$ cat config.mk
export PLATFORM = sky130hd
export DESIGN_NAME = inst_fetch
export DESIGN_NICKNAME = d
export VERILOG_FILES = /design/src/rtl/cpu_pkg.sv /design/src/rtl/inst_fetch.sv
export SDC_FILE = /design/constraint.sdc
export NUM_CORES = 1
export LEC_CHECK = 0
export CORE_MARGIN = 2
export CORE_UTILIZATION = 43
export CTS_BUF_LIST = sky130_fd_sc_hd__clkbuf_8 sky130_fd_sc_hd__clkbuf_16
export DETAILED_ROUTE_END_ITERATION = 8
export PLACE_DENSITY = 0.78
export SETUP_SLACK_MARGIN = 0.3
export SLEW_MARGIN = 30
export SYNTH_ARGS = -nofsm -noshare
export SYNTH_HDL_FRONTEND = slang
export SYNTH_SLANG_ARGS = --single-unit
export TNS_END_PERCENT = 10
$ cat constraint.sdc
create_clock -name clk -period 2 [get_ports clk]
set_clock_uncertainty 0.1 [all_clocks]
set_input_delay 0.3 -clock clk [delete_from_list [all_inputs] [get_ports clk]]
set_output_delay 0.3 -clock clk [all_outputs]
set_load 0.02 [all_outputs]
$ cat src/rtl/cpu_pkg.sv
// Shared definitions for the CPU family front end: fetch FSM encoding,
// instruction width and PC arithmetic helpers.
package cpu_pkg;

  typedef enum logic [1:0] {
    ST_IDLE = 2'd0,
    ST_REQ  = 2'd1,
    ST_HOLD = 2'd2
  } fetch_state_e;

  localparam int                INST_W  = 32;
  localparam logic [31:0]       PC_STEP = 32'd4;
  localparam logic [INST_W-1:0] NOP     = 32'h0000_0000;

  function automatic logic [31:0] align_pc(input logic [31:0] pc);
    return {pc[31:2], 2'b00};
  endfunction

endpackage

$ cat src/rtl/inst_fetch.sv
// Instruction fetch front end: owns the fetch PC, runs the req/ready handshake
// with instruction memory and holds each fetched word until decode accepts it.
module inst_fetch
  import cpu_pkg::*;
#(
  parameter logic [31:0] RESET_PC = 32'h0000_0000,
  parameter int          CNT_W    = 16
) (
  input  logic              clk,
  input  logic              reset,
  output logic              imem_req,
  output logic [31:0]       imem_addr,
  input  logic              imem_ready,
  input  logic [INST_W-1:0] imem_data,
  output logic              inst_valid,
  output logic [INST_W-1:0] inst_out,
  output logic [31:0]       inst_pc,
  input  logic              inst_accept,
  input  logic              redirect,
  input  logic [31:0]       redirect_pc,
  output logic [31:0]       PC_out,
  output logic              misalign_err,
  output logic [CNT_W-1:0]  fetch_cnt
);

  fetch_state_e      r_state, w_state_nxt;
  logic [31:0]       r_pc, w_pc_nxt;
  logic [31:0]       r_addr, w_addr_nxt;
  logic              r_kill, w_kill_nxt;
  logic              w_capture, w_retire, w_leave_hold;
  logic [31:0]       w_redir_tgt;
  logic [INST_W-1:0] r_inst;
  logic [31:0]       r_inst_pc;
  logic              r_valid;
  logic              r_misalign;
  logic [CNT_W-1:0]  r_cnt;

  assign w_redir_tgt = align_pc(redirect_pc);

  // NOTE: sequential state uses non-blocking assignments so every register
  // samples pre-edge values regardless of block evaluation order.
  always_ff @(posedge clk or negedge reset) begin
    if (!reset) r_state <= ST_IDLE;
    else        r_state <= w_state_nxt;
  end

  // NOTE: every signal driven here is defaulted first, so no path leaves one
  // unassigned and no latch is inferred.
  always_comb begin
    w_state_nxt = r_state;
    w_pc_nxt    = r_pc;
    w_kill_nxt  = r_kill;
    w_capture   = 1'b0;
    w_retire    = 1'b0;
    unique case (r_state)
      ST_IDLE: begin
        w_state_nxt = ST_REQ;
        if (redirect) w_pc_nxt = w_redir_tgt;
      end
      ST_REQ: begin
        if (imem_ready) begin
          if (redirect) begin
            w_pc_nxt   = w_redir_tgt;
            w_kill_nxt = 1'b0;
          end else if (r_kill) begin
            w_kill_nxt = 1'b0;
          end else begin
            w_capture   = 1'b1;
            w_pc_nxt    = r_pc + PC_STEP;
            w_state_nxt = ST_HOLD;
          end
        end else if (redirect) begin
          // Outstanding transaction keeps its address; its data is dropped later.
          w_pc_nxt   = w_redir_tgt;
          w_kill_nxt = 1'b1;
        end
      end
      ST_HOLD: begin
        if (redirect) begin
          w_pc_nxt    = w_redir_tgt;
          w_state_nxt = ST_REQ;
        end else if (inst_accept) begin
          w_retire    = 1'b1;
          w_state_nxt = ST_REQ;
        end
      end
      default: w_state_nxt = ST_IDLE;
    endcase
  end

  // The bus address only moves once no transaction is pending.
  assign w_addr_nxt   = (r_state == ST_REQ && !imem_ready) ? r_addr : w_pc_nxt;
  assign w_leave_hold = (r_state == ST_HOLD) && (w_state_nxt != ST_HOLD);

  always_ff @(posedge clk or negedge reset) begin
    if (!reset) begin
      r_pc   <= RESET_PC;
      r_addr <= RESET_PC;
      r_kill <= 1'b0;
    end else begin
      r_pc   <= w_pc_nxt;
      r_addr <= w_addr_nxt;
      r_kill <= w_kill_nxt;
    end
  end

  always_ff @(posedge clk or negedge reset) begin
    if (!reset) begin
      r_inst    <= NOP;
      r_inst_pc <= '0;
      r_valid   <= 1'b0;
    end else if (w_capture) begin
      r_inst    <= imem_data;
      r_inst_pc <= r_pc;
      r_valid   <= 1'b1;
    end else if (w_leave_hold) begin
      r_valid   <= 1'b0;
    end
  end

  always_ff @(posedge clk or negedge reset) begin
    if (!reset) begin
      r_misalign <= 1'b0;
      r_cnt      <= '0;
    end else begin
      if (redirect && (redirect_pc[1:0] != 2'b00)) r_misalign <= 1'b1;
      if (w_retire) r_cnt <= r_cnt + CNT_W'(1);
    end
  end

  assign imem_req     = (r_state == ST_REQ);
  assign imem_addr    = r_addr;
  assign inst_valid   = r_valid;
  assign inst_out     = r_inst;
  assign inst_pc      = r_inst_pc;
  assign PC_out       = r_pc;
  assign misalign_err = r_misalign;
  assign fetch_cnt    = r_cnt;

endmodule
==> results_dict.tcl, run 1 <==
set metrics [dict create \
    final_core_util 0.7583 \
    rsz0062_at_grt "yes" \
    drive_gt1_frac 0.3725 \
    die_y_um 131.2 \
    peakVddDrop_mv 0.8338 \
    finalNetCount 1011 \
    num_rows 46 \
    leakage_nw 6.152 \
    grt.overflow.total 0 \
    arrival_ns 2.28 \
    dp_hpwl_um 16590 \
    report.final.slew_viol_count 0 \
    fin_crit_ns 2.068 \
    ys_ff_latch 149 \
    die_area_sq_mm 0.01720 \
    most-common-layout-cells "dfrtp_1, clkdlybuf4s50_1, buf_4, dlymetal6s2s_1, mux2_4" \
    drt-pass1-iter-count 5 \
    grt_pass1_wl_um 36630 \
    grt.total_usage 0.2705 \
    cts.path.max_buffers 2 \
    cts-root-buf "clkbuf_16" \
    fillers 997 \
    netlist-cell-type-count 67 \
    stdcell_count 1169 \
    p_total_w 0.01536 \
    cp-end-kind "flip-flop" \
    routed_via_density 5.704 \
    port_buffers 215 \
    die_width_um 131.2 \
    max_clock_freq_mhz 483.4 \
    synth-main-ff-cell "dfrtp_1" \
    numClockSinks 149 \
    area_growth_pct 72.61 \
    outcome "finished, violations left" \
    gp_congestion 0.9098 \
    setup_viol 10 \
    cts_tree "built" \
    core_area_sq_mm 0.01583 \
    hold_class "input port to async pin" \
    cp_cell_sequence "buf_6 -> and4b_2 -> nand4_1 -> o21a_1 -> o31a_1 -> mux2_4" \
    required_ns 2.21 \
    detail-route-antenna-nets 0 \
    period_share 1.034 \
    max-slew-margin-rel 0.6315 \
    start_util 0.4393 \
    final_common_cell "dfrtp_1" \
    startpoint_type "flip-flop" \
    synth_edf_count 0 \
    slowest_stage "dfrtp_1" \
    violations "negative setup slack" \
    setup_ws_ns -0.06850 \
    ys_seq_area_frac 0.5363 \
    first_iter_violations 443 \
    io_pins 216 \
    setup-tns-final_ns -0.3358 \
    wl_per_cell_um 21.57 \
    maxCapViolCount 0 \
    synthCells 601 \
    syn_avg_cell_area_sq_um 11.57 \
    h-tree-depth 4 \
    clk_latency_ns 0.43 \
    netlist_area_sq_mm 0.006953 \
    synth_nets 672 \
    grt_max_degree 56 \
    path_clk_slew_ns 0.06 \
    first_global_vias 6750 \
    diodes 0 \
    drcViolationCount 0 \
    vias 6668 \
    wl_um 25210 \
    numCtsBuffers 17 \
    antenna_found_initial 0 \
    ys_warn_count 0 \
    crit_fanout 4 \
    synthArstFlopShare 1.000 \
    tightestPinTransition_ns 0.5528 \
    max_stage_delay_ns 0.43 \
    hold_viol_final 0 \
    dp.cells 1103 \
    p_per_area_mw_per_mm2 1280 \
    worstSetupPathType "flip-flop to flip-flop" \
]
power by group:
group          leakage, nW  total (W)  switching [W]  internal (W)
combinational         4.08    0.00741        0.00360       0.00381
sequential            1.80    0.00489       0.000803       0.00409
clock                0.277    0.00306        0.00129       0.00177
timing repair:
action                                  in CTS  in global routing
buffers inserted                            19                 10
pin swaps                                   13                 74
hold buffers                                 1                  0
endpoints found under the setup margin     280                276
cloned                                       3                  1
gates resized for setup                     78                259
endpoints found under the hold margin       50                  0
state kept, by name, indices dropped and copies added (netlist names):
register and flops:
misalign_err 1, inst_pc 32, imem_addr 32, r_state 2, PC_out 32, inst_out 32, inst_valid 1, fetch_cnt 16
r_kill 1
metal layers:
metal,track usage,part of all wire
met5,0,0
met4,0.1171,0.033
met3,0.05710,0.061
met1,0.3324,0.40
met2,0.4620,0.50
final timing paths:
path / start / endpoint / slack (ns) / cells past startpoint
worst max-delay path: r_kill / imem_addr[20] / -0.07 / 6
worst min-delay path: reset / inst_pc[9] / 0.33 / 2
worst max register to register: r_kill / imem_addr[20] / -0.07 / 6
worst min register to register: fetch_cnt[15] / fetch_cnt[15] / 0.36 / 1
max in group asynchronous: reset / fetch_cnt[15] / 0.81 / 3
min in group clk: fetch_cnt[15] / fetch_cnt[15] / 0.36 / 1
final cells by class:
type	count	area [sq um]	area share
clock inverters	13	107.6	0.008966
flip-flops and latches	149	3742	0.3118
well taps	216	270.3	0.02252
multi-input cells	409	3679	0.3065
repair buffers	356	3721	0.3101
clock buffers	19	452.9	0.03774
inverters	7	28.78	0.002398
worst max-delay path: cells and delay by family, from the launching register on:
family	cells	cell delay, ns
buffers and inverters	1	0.14
AOI/OAI and AO/OA	2	0.47
DFF	1	0.43
and+or+nand+nor	2	0.54
muxes	1	0.26
cell families after synthesis:
family                     Yosys count  share of synthesized area
buffers and inverters               43                    0.02681
and+or+nand+nor                    189                     0.1557
muxes                               87                     0.1404
adders and majority gates            2                   0.003598
xor gates and xnor gates            17                    0.02142
AOI/OAI and AO/OA                  114                     0.1159
DFF                                149                     0.5363
Yosys cell counts, drive strengths merged (4+ instances only):
cell type / n / area (sq um)
a41oi: 4 / 42.55
and3: 10 / 62.56
a31oi: 17 / 106.4
nand2b: 5 / 31.28
o21ai: 23 / 115.1
o22ai: 4 / 25.02
a21o: 4 / 30.03
inv: 6 / 22.52
and2: 10 / 62.56
clkbuf: 13 / 48.80
o21a: 5 / 37.54
nand3: 29 / 145.1
mux2i: 6 / 60.06
nor4: 8 / 95.09
mux2: 81 / 915.9
nand2: 42 / 157.7
nor2: 34 / 127.6
nand4: 17 / 121.4
a311o: 4 / 40.04
a21oi: 13 / 65.06
buf: 23 / 111.4
dfrtp: 149 / 3729
xnor2: 14 / 122.6
and4: 7 / 63.81
nor3: 7 / 40.04
o31ai: 4 / 35.03
a22oi: 9 / 67.56
nor2b: 5 / 31.28
per-stage QoR:
step / cell area (sq um) / setup WS [ns] / hold slack (ns)
floorplan: 7005 / 0.006928 / -0.09559
global placement: 10180 / -0.2607 / 0.2011
detailed placement: 10180 / -0.3121 / 0.2048
CTS: 11110 / 0.02392 / 0.3232
global route: 12000 / -0.1737 / 0.3555
finish: 12000 / -0.06850 / 0.3326
(Power assumes the default switching activity.)
==> inputs of run 2 (changes only) <==
CORE_UTILIZATION = 44   (was 43)
CTS_BUF_LIST = sky130_fd_sc_hd__clkbuf_8   (was sky130_fd_sc_hd__clkbuf_8 sky130_fd_sc_hd__clkbuf_16)
PLACE_DENSITY = 0.76   (was 0.78)
SETUP_SLACK_MARGIN = default   (was 0.3)
==> results_dict.tcl, run 2 (same netlist as run 1, synthesis figures left out) <==
set metrics [dict create \
    outcome "finished, violations left" \
    most-common-layout-cells "clkdlybuf4s50_1, dfrtp_1, buf_4, nand2_1, mux2_2" \
    leakage_nw 4.629 \
    drcViolationCount 0 \
    max-slew-margin-rel 0.6436 \
    max_stage_delay_ns 0.48 \
    p_sw_w 0.005071 \
    fillers 1179 \
    arrival_ns 2.25 \
    area_growth_pct 52.06 \
    io_pins 216 \
    path_clk_slew_ns 0.08 \
    hold_class "input port to async pin" \
    start_util 0.4540 \
    port_buffers 215 \
    wl_um 21340 \
    combPwrFrac 0.473 \
    wl_per_cell_um 18.97 \
    detail-route-antenna-nets 0 \
    die_area_sq_mm 0.01682 \
    clkPwrFrac 0.169 \
    p_per_area_mw_per_mm2 1285 \
    violations "negative setup slack" \
    pre_cts_ws_ns -0.3718 \
    setup_viol 16 \
    numCtsBuffers 17 \
    core_area_sq_mm 0.01531 \
    report.final.slew_viol_count 0 \
    internal_power_w 0.008510 \
    routed_via_density 5.581 \
    h-tree-depth 4 \
    grt.overflow.total 0 \
    grt_pass1_wl_um 33030 \
    required_ns 2.22 \
    wl_met3_um 1729 \
    gp_congestion 0.8832 \
    drive_gt1_frac 0.2374 \
    grt.total_usage 0.2532 \
    die_y_um 129.7 \
    hold_viol_final 0 \
    antenna_found_initial 0 \
    diodes 0 \
    finalNetCount 973 \
    die_width_um 129.7 \
    cts_tree "built" \
    drt-pass1-iter-count 5 \
    rsz0062_at_grt "yes" \
    startpoint_type "flip-flop" \
    register_area_sq_mm 0.003744 \
    peakVddDrop_mv 0.7070 \
    cts-root-buf "clkbuf_8" \
    numClockSinks 149 \
    period_share 1.013 \
    power_switching_share 0.3734 \
    hold_ws_ns 0.2411 \
    max_clock_freq_mhz 493.8 \
    crit_fanout 43 \
    wl_met1_um 8654 \
    met2WireLength_um 10390 \
    grt_max_degree 50 \
    first_iter_violations 421 \
    dp_hpwl_um 16070 \
    tightestPinTransition_ns 0.5297 \
    cp_cell_sequence "nand3b_1 -> nor3_4 -> buf_12 -> mux2_1" \
    num_rows 45 \
    slowest_stage "dfrtp_2" \
    final_common_cell "clkdlybuf4s50_1" \
    fin_crit_ns 2.025 \
    worstSetupPathType "flip-flop to flip-flop" \
    setup_ws_ns -0.02513 \
    multi_input_area_sq_mm 0.003109 \
    clk_latency_ns 0.45 \
    dr.max_layer_used "met4" \
    final_core_util 0.6904 \
    cts.path.max_buffers 2 \
    cp-end-kind "flip-flop" \
    vias 6279 \
    sequentialPowerShare 0.358 \
    maxCapViolCount 0 \
    first_global_vias 6359 \
]
==> run 2: cell count changes in the layout (fill, tap and decap cells not counted), moves of 22 or more <==
cell	change
buf_6	-28
clkdlybuf4s50_1	+86
dlymetal6s2s_1	-84
mux2_1	+26
mux2_2	+22
mux2_4	-48
==> run 2: worst paths after layout <==
path                                 startpoint            end  slack (ns)  cells after the start
worst min register to register    fetch_cnt[15]  fetch_cnt[15]        0.37                      1
worst max-delay path                 r_state[1]    inst_out[6]       -0.03                      4
min in group clk                redirect_pc[17]     PC_out[17]        0.30                      3
worst max register to register       r_state[1]    inst_out[6]       -0.03                      4
max in group asynchronous                 reset  fetch_cnt[11]        0.86                      3
worst min-delay path                      reset     inst_pc[8]        0.24                      2
==> run 2: power groups by stage <==
stage | clock, W | sequential (W) | combinational [W]
3_3_place_gp | 0 | 0.00482 | 0.00632
2_1_floorplan | 0 | 0.00607 | 0.00175
4_1_cts | 0.00234 | 0.00484 | 0.00641
6_report | 0.00230 | 0.00486 | 0.00642
5_1_grt | 0.00248 | 0.00500 | 0.00679
3_5_place_dp | 0 | 0.00489 | 0.00645
==> run 2: timing repair <==
item / 4_1_cts / 5_1_grt
resized for setup: 31 / 27
endpoints found under the hold margin: 40 / 0
endpoints found under the setup margin: 62 / 82
pin swaps: 1 / 4
hold buffers: 1 / 0
buffers inserted: 0 / 5
==> run 2: metal layers <==
layer / vias to the layer above / global-route usage
met5: - / 0
met2: 292 / 0.4127
met3: 43 / 0.06273
li1: 2835 / -
met1: 3109 / 0.3211
met4: 0 / 0.1139
==> run 2: stage by stage <==
stage / TNS (ns) / instances / area [sq um] / power (W)
detailed placement: -31.01 / 1088 / 10060 / 0.01133
CTS: -0.1005 / 1120 / 10460 / 0.01359
global placement: -22.57 / 1088 / 10060 / 0.01114
global route: -2.246 / 1125 / 10570 / 0.01427
finish: -0.1417 / 1125 / 10570 / 0.01358
floorplan: -0.2314 / 601 / 6955 / 0.007816
==> run 2: area by class of cell <==
class / count / share of cell area
clock buffer: 20 / 0.02604
tap: 211 / 0.02497
sequential: 149 / 0.3541
inverter: 7 / 0.002485
timing repair buffer: 318 / 0.2879
multi-input combinational: 409 / 0.2941
clock inverter: 11 / 0.01041
==> run 2: worst max-delay path: cells and delay by family, from the launching register on <==
family        cells  cell delay, ns
mux               1            0.37
simple gates      2            0.65
flops             1            0.48
buf+inv           1            0.28
